<file path="config.mk">
export PLATFORM = sky130hd
export DESIGN_NAME = toggle_pulse_gen
export DESIGN_NICKNAME = d
export VERILOG_FILES = /design/src/rtl/toggle_pulse_gen.sv
export SDC_FILE = /design/constraint.sdc
export NUM_CORES = 1
export LEC_CHECK = 0
export CAP_MARGIN = 20
export CORE_MARGIN = 1
export CORE_UTILIZATION = 56
export CTS_CLUSTER_DIAMETER = 150
export DETAILED_ROUTE_END_ITERATION = 6
export DONT_BUFFER_PORTS = 1
export PLACE_DENSITY = 0.76
export REMOVE_ABC_BUFFERS = 1
export SYNTH_ARGS = -nofsm -noshare
export SYNTH_HDL_FRONTEND = slang
export SYNTH_SLANG_ARGS = --single-unit
</file>
<file path="constraint.sdc">
create_clock -name clk -period 2 [get_ports clk]
set_clock_uncertainty 0.1 [all_clocks]
set_input_delay 0.2 -clock clk [delete_from_list [all_inputs] [get_ports clk]]
set_output_delay 0.2 -clock clk [all_outputs]
set_load 0.02 [all_outputs]
</file>
<file path="src/rtl/toggle_pulse_gen.sv">
// toggle_pulse_gen: debounced push-button to single-cycle toggle strobe (drives t of t_ff)
// Ports: clk, reset (async active-high), btn_in (raw button), t_pulse (1-cycle strobe),
//        btn_level (debounced level), press_count (strobes issued, wraps).
// Optional: define TOGGLE_AUTO_REPEAT_EN to re-strobe every REPEAT_CYCLES while held.
module toggle_pulse_gen #(
  parameter int DEBOUNCE_CYCLES = 4,
  parameter int CNT_W = 16,
  parameter int REPEAT_CYCLES = 8,
  parameter int PCNT_W = 8
) (
  input  logic              clk,
  input  logic              reset,
  input  logic              btn_in,
  output logic              t_pulse,
  output logic              btn_level,
  output logic [PCNT_W-1:0] press_count
);
  typedef enum logic [1:0] {IDLE, PRESS_CHK, HELD, RELEASE_CHK} state_t;
  localparam logic [CNT_W-1:0] LAST = CNT_W'(DEBOUNCE_CYCLES - 1);
  state_t state_q, state_d;
  logic s1_q, btn_s_q;
  logic [CNT_W-1:0] cnt_q, cnt_d;
  logic pulse_q, pulse_d;
  logic [PCNT_W-1:0] pcnt_q, pcnt_d;
`ifdef TOGGLE_AUTO_REPEAT_EN
  localparam int RW = $clog2(REPEAT_CYCLES) + 1;
  logic [RW-1:0] rpt_q, rpt_d;
`else
  logic unused_rpt;
  assign unused_rpt = |REPEAT_CYCLES;
`endif
  always_comb begin
    state_d = state_q;
    cnt_d = cnt_q;
    pulse_d = 1'b0;
`ifdef TOGGLE_AUTO_REPEAT_EN
    rpt_d = rpt_q;
`endif
    case (state_q)
      IDLE: begin
        state_d = btn_s_q ? PRESS_CHK : IDLE;
        cnt_d = '0;
      end
      PRESS_CHK: begin
        if (!btn_s_q) state_d = IDLE;
        else if (cnt_q == LAST) begin
          state_d = HELD;
          pulse_d = 1'b1;
`ifdef TOGGLE_AUTO_REPEAT_EN
          rpt_d = '0;
`endif
        end else cnt_d = cnt_q + 1'b1;
      end
      HELD: begin
        if (!btn_s_q) begin
          state_d = RELEASE_CHK;
          cnt_d = '0;
        end
`ifdef TOGGLE_AUTO_REPEAT_EN
        // Repeat counter runs every HELD cycle and freezes outside HELD, so a
        // bounce through RELEASE_CHK resumes the spacing rather than restarting it.
        pulse_d = (rpt_q == RW'(REPEAT_CYCLES - 1));
        rpt_d = pulse_d ? '0 : rpt_q + 1'b1;
`endif
      end
      default: begin
        if (btn_s_q) state_d = HELD;
        else if (cnt_q == LAST) state_d = IDLE;
        else cnt_d = cnt_q + 1'b1;
      end
    endcase
    pcnt_d = pcnt_q + PCNT_W'(pulse_d);
  end
  always_ff @(posedge clk or posedge reset) begin
    if (reset) begin
      s1_q <= 1'b0;
      btn_s_q <= 1'b0;
      state_q <= IDLE;
      cnt_q <= '0;
      pulse_q <= 1'b0;
      pcnt_q <= '0;
`ifdef TOGGLE_AUTO_REPEAT_EN
      rpt_q <= '0;
`endif
    end else begin
      s1_q <= btn_in;
      btn_s_q <= s1_q;
      state_q <= state_d;
      cnt_q <= cnt_d;
      pulse_q <= pulse_d;
      pcnt_q <= pcnt_d;
`ifdef TOGGLE_AUTO_REPEAT_EN
      rpt_q <= rpt_d;
`endif
    end
  end
  assign t_pulse = pulse_q;
  assign btn_level = (state_q == HELD) || (state_q == RELEASE_CHK);
  assign press_count = pcnt_q;
endmodule
</file>
[After elaboration in Yosys (flattened, before gate mapping)]
Cells that the tools add are included.
Word-level totals
  register bits: 29
  input port bits: 3
  output and inout bits: 10
Cells by class
  $add $sub $neg: 2
  equality and inequality tests: 8
  multiplexer cells: 15
  reductions and logical operators: 5
Operators with widths (number)
  $mux 16: 4
  $pmux 16 s3: 1
  $add 16x1->16 const B: 1
  $eq 16x2->1 const B: 1
  $mux 2: 5
  $add 8x1->8: 1
  $pmux 2 s3: 1
  $reduce_and 3->1: 2
  $reduce_bool 5->1: 1
  $eq 2x2->1 const B: 2
  $mux 1: 4
  $ne 2x2->1 const B: 2
  $ne 3x1->1 const B: 1
  $ne 3x3->1 const B: 1
  $eq 2x1->1 const B: 1
  $logic_not 2->1: 1
  $logic_or 1x1->1: 1

[Longest topological paths before layout]
  depth in word-level cells: 5
  depth in mapped cells: 9
  mapped depth without buffers: 9

[Least setup slack after synthesis]
Ideal clock, no wire load.
  path type: register to register
  from: register cnt_q[0]
  to: register pcnt_q[7] (netlist: press_count[7])
  library setup time: 0.128 ns
  arrival time: 1.945 ns
  data required time: 1.772 ns
  path slack: -0.173 ns
  cell stages (with the launch flop): 10
  cell sequence: dfrtp_1 -> ha_1 -> nor4b_1 -> nand4_1 -> nor2_1 -> ha_1 -> nand3_1 -> nor2_1 -> nand2_1 -> xnor2_1
On the way
  longest elaborated chain between the ends: 5
Ends and longest elaborated chain
  start: declaration: RTL line 22  | logic [CNT_W-1:0] cnt_q, cnt_d;
  start signal: assignment: RTL line 89  | cnt_q <= cnt_d;
  $eq 16x2->1: RTL line 46  | else if (cnt_q == LAST) begin
  $mux 1: RTL line 46
  $mux 1: RTL line 45  | if (!btn_s_q) state_d = IDLE;
  $mux 1: RTL line 39  | case (state_q)
  named net pulse_d: RTL line 23  | logic pulse_q, pulse_d;
  $add 8x1->8: RTL line 72  | pcnt_d = pcnt_q + PCNT_W'(pulse_d);
  named net pcnt_d[7]: RTL line 24  | logic [PCNT_W-1:0] pcnt_q, pcnt_d;
  end signal: assignment: RTL line 91  | pcnt_q <= pcnt_d;
  end: declaration: RTL line 24
The timed path passes the listed nets, and every way through them passes these cells.
A chain may end at the register's enable or synchronous reset.

[Final worst setup path]
  from: register cnt_q[11]
  to: register pcnt_q[5] (netlist: press_count[5])
The elaborated chain is that of the path after synthesis.

==> results_dict.tcl <==
set metrics [dict create \
    ios 13 \
    ys_seq_elements 29 \
    fp.dieH_um 54.3 \
    max_clock_freq_mhz 489 \
    synthArstFlopShare_pct 100 \
    dieArea_um2 2950 \
    routed_via_density 6.18 \
    reg2reg_slack_ns -0.05 \
    groute.usage.overall_pct 26.9 \
    clock_sinks 29 \
    io_buffers 0 \
    critPathTopFamily "simple AND/OR/NAND/NOR gates" \
    synthAdderAreaFrac_pct 5.72 \
    grt_pass1_wl_um 5580 \
    fin_crit_sh_pct 102 \
    nets 195 \
    fin_crit_ns 2.05 \
    crit_chain "nor4_2 > buf_4 > nand4_1 > nor2_1 > buf_4 > ha_4 > and3_4 > nand3_1 > xnor2_1" \
    initial_core_util_pct 60.7 \
    cp-start-kind "flip-flop" \
    htreeDepth 2 \
    antenna_left 0 \
    dp_slack_ns -0.115 \
    cpMaxStageDelayCell "dfrtp_1" \
    row_count 18 \
    seq_area_um2 726 \
    drive_above_1_share_pct 37.6 \
    synth_top_family_by_area "simple AND/OR/NAND/NOR gates" \
    r2r_end "press_count[5]" \
    yosysSeqAreaShare_pct 47.4 \
    path_clk_slew_ns 0.09 \
    setup_viol_count_final 3 \
    synth.distinct_cells 41 \
    placed_area_um2 1750 \
    synth_mux_area_share_pct 0.735 \
    synthFlopType "dfrtp_1" \
    yosys-top-cells-area "dfrtp_1 (47%), ha_1 (5.7%), a21oi_1 (3.6%)" \
    holdCritPathClass "reg2reg" \
    wirelength_um 3630 \
    grt_remaining_overflow 0 \
    detailed_place_hpwl_um 2320 \
    syn_inst 146 \
    drc 0 \
    n_fill_cell 163 \
    whs_path_depth 0 \
    path_buf_inv 2 \
    die_w_um 54.3 \
    arrival_ns 2.15 \
    grt_start_max_net_pins 30 \
    fin_ws_ns -0.0455 \
    hold_violations 0 \
    netlist_area_um2 1530 \
    r2r_cells 9 \
    n_antenna_cell 0 \
    yosys_warnings 0 \
    critPathKind "reg2reg" \
    cts_buffer_depth 2 \
    cp.required_ns 2.11 \
    vdd.ir_drop.worst_mv 1.32 \
    slowest_delay_ns 0.40 \
    synth_compound_area_share_pct 18.5 \
    hold_path_end "btn_s_q" \
    clk_latency_ns 0.32 \
    num_vias 1334 \
    synth_top_area_cell "dfrtp_1" \
    critPathMaxFanout 2 \
    slew_violations 0 \
    setup_tns_ns -0.0704 \
    clockRootBuffer "clkbuf_4" \
    areaGrowthSynthToFinish_pct 31.2 \
    endpoint_kind "flip-flop" \
    status "finished with violations" \
    worst_pin_slew_ns 0.513 \
    synth_top_area_share_pct 47.4 \
    gp_congestion 0.818 \
    fin_cells 216 \
    failed_checks "negative setup slack" \
    postSynthAreaPerCell_um2 10.5 \
    maxCapViolations 0 \
    antenna_found_initial 0 \
    core-area_um2 2520 \
    multi_input_area_um2 890 \
    wire_per_inst_um 16.8 \
    p_per_area_nw_per_um2 1080 \
    leakage_nw 0.890 \
    fin_area_um2 2010 \
    hold_path_startpoint "s1_q" \
    yosys.area_share.xor_xnor_pct 4.58 \
    r2r_start "cnt_q[11]" \
    cts_tree "done" \
    grt_pass1_vias 1292 \
    synth_edf_count 0 \
    first_iter_violations 23 \
    dp_cells 200 \
    cts_buffers 5 \
    rsz0062_at_grt "yes" \
    slew_headroom_pct 65.5 \
    critPathMostFrequentCell "buf_4" \
    firstDrtPassIters 4 \
    synthSimpleGateAreaFrac_pct 20.5 \
    final_util_pct 79.7 \
]
==> synthesized netlist by cell type, drive strengths merged (2+ instances only) <==
cell type   n
dfrtp      29
a21oi      11
nand2      11
nand3       8
o21ai       8
ha          7
or3         7
and3        5
inv         5
or4         5
xnor2       5
nor2        4
o31ai       4
and4        3
nand4       3
xor2        3
a211o       2
a22oi       2
buf         2
nor2b       2
nor3        2
nor4        2
o2111ai     2
o211ai      2
==> layout make-up <==
class	instances	share of cell area (%)
flip-flops and latches	29	36.1
clock buffers	7	3.24
well taps	30	1.87
clock inverters	1	0.249
repair buffers	35	13.3
inverters	5	0.934
multi-input cells	109	44.3
==> registers in the layout, indices dropped and copies added, names as in the netlist, named ones only <==
signal       cells
state_q          1
btn_s_q          1
s1_q             1
cnt_q           16
press_count      8
t_pulse          1
==> worst max-delay path by stage <==
| stage | startpoint | end | slack [ns] | depth (start not counted) |
|---|---|---|---|---|
| detailed placement | cnt_q[0] | press_count[6] | -0.12 | 9 |
| finish | cnt_q[11] | press_count[5] | -0.05 | 9 |
| global route | cnt_q[0] | press_count[6] | -0.12 | 9 |
| global placement | cnt_q[1] | press_count[7] | -0.03 | 9 |
| floorplan | cnt_q[0] | press_count[7] | -0.17 | 9 |
| CTS | cnt_q[11] | press_count[5] | 0.008 | 9 |
==> cells by family (layout without fill, tap and decap cells) <==
logic type                 count (synthesis)  count (layout)
AOI/OAI and AO/OA                         38              38
xor gates and xnor gates                   8               8
adders and majority gates                  7               7
buffers and inverters                      8              48
DFF                                       29              29
muxes                                      1               1
and+or+nand+nor                           55              55
==> placed cells by master (no fill, tap or decap), drive strengths merged <==
| cell type | netlist | layout |
|---|---|---|
| a211o | 2 | 2 |
| a211oi | 1 | 1 |
| a21o | 1 | 1 |
| a21oi | 11 | 11 |
| a221oi | 1 | 1 |
| a22o | 1 | 1 |
| a22oi | 2 | 2 |
| a311oi | 1 | 1 |
| and3 | 5 | 5 |
| and4 | 3 | 3 |
| buf | 2 | 33 |
| clkbuf | 1 | 7 |
| clkinv | 0 | 1 |
| dfrtp | 29 | 29 |
| dlygate4sd3 | 0 | 2 |
| ha | 7 | 7 |
| inv | 5 | 5 |
| mux2 | 1 | 1 |
| nand2 | 11 | 11 |
| nand3 | 8 | 8 |
| nand4 | 3 | 3 |
| nor2 | 4 | 4 |
| nor2b | 2 | 2 |
| nor3 | 2 | 2 |
| nor4 | 2 | 2 |
| nor4b | 1 | 1 |
| o2111ai | 2 | 2 |
| o211ai | 2 | 2 |
| o21ai | 8 | 8 |
| o21ba | 1 | 1 |
| o31ai | 4 | 4 |
| o41ai | 1 | 1 |
| or2 | 1 | 1 |
| or2b | 1 | 1 |
| or3 | 7 | 7 |
| or4 | 5 | 5 |
| xnor2 | 5 | 5 |
| xor2 | 3 | 3 |
==> timing repair <==
item	CTS	global route
resized for setup	7	19
pin swaps	2	2
hold endpoints to repair	30	0
endpoints found under the setup margin	7	18
hold buffers	2	0
buffers inserted	1	5
==> stage by stage <==
step / hold slack, ns / total power, W
floorplan: 0.131 / 0.00128
global placement: 0.0808 / 0.00154
detailed placement: 0.0821 / 0.00158
CTS: 0.264 / 0.00203
global route: 0.290 / 0.00231
finish: 0.260 / 0.00218
==> per-layer routing <==
metal  wire length [um]  GRT usage, %  vias up  share of wire (%)
li1                   -             -      631                  -
met1               1530          32.8      653                 42
met2               1870          45.9       41                 51
met3                145          5.00        9                4.0
met4                 93          12.0        0                2.6
met5                  0             0        -                  0
==> report_power, final <==
part           switching, W  internal, W
clock              0.000204     0.000203
combinational      0.000540     0.000468
sequential         0.000106     0.000657
No activity file was read; power rests on OpenSTA's default activity.
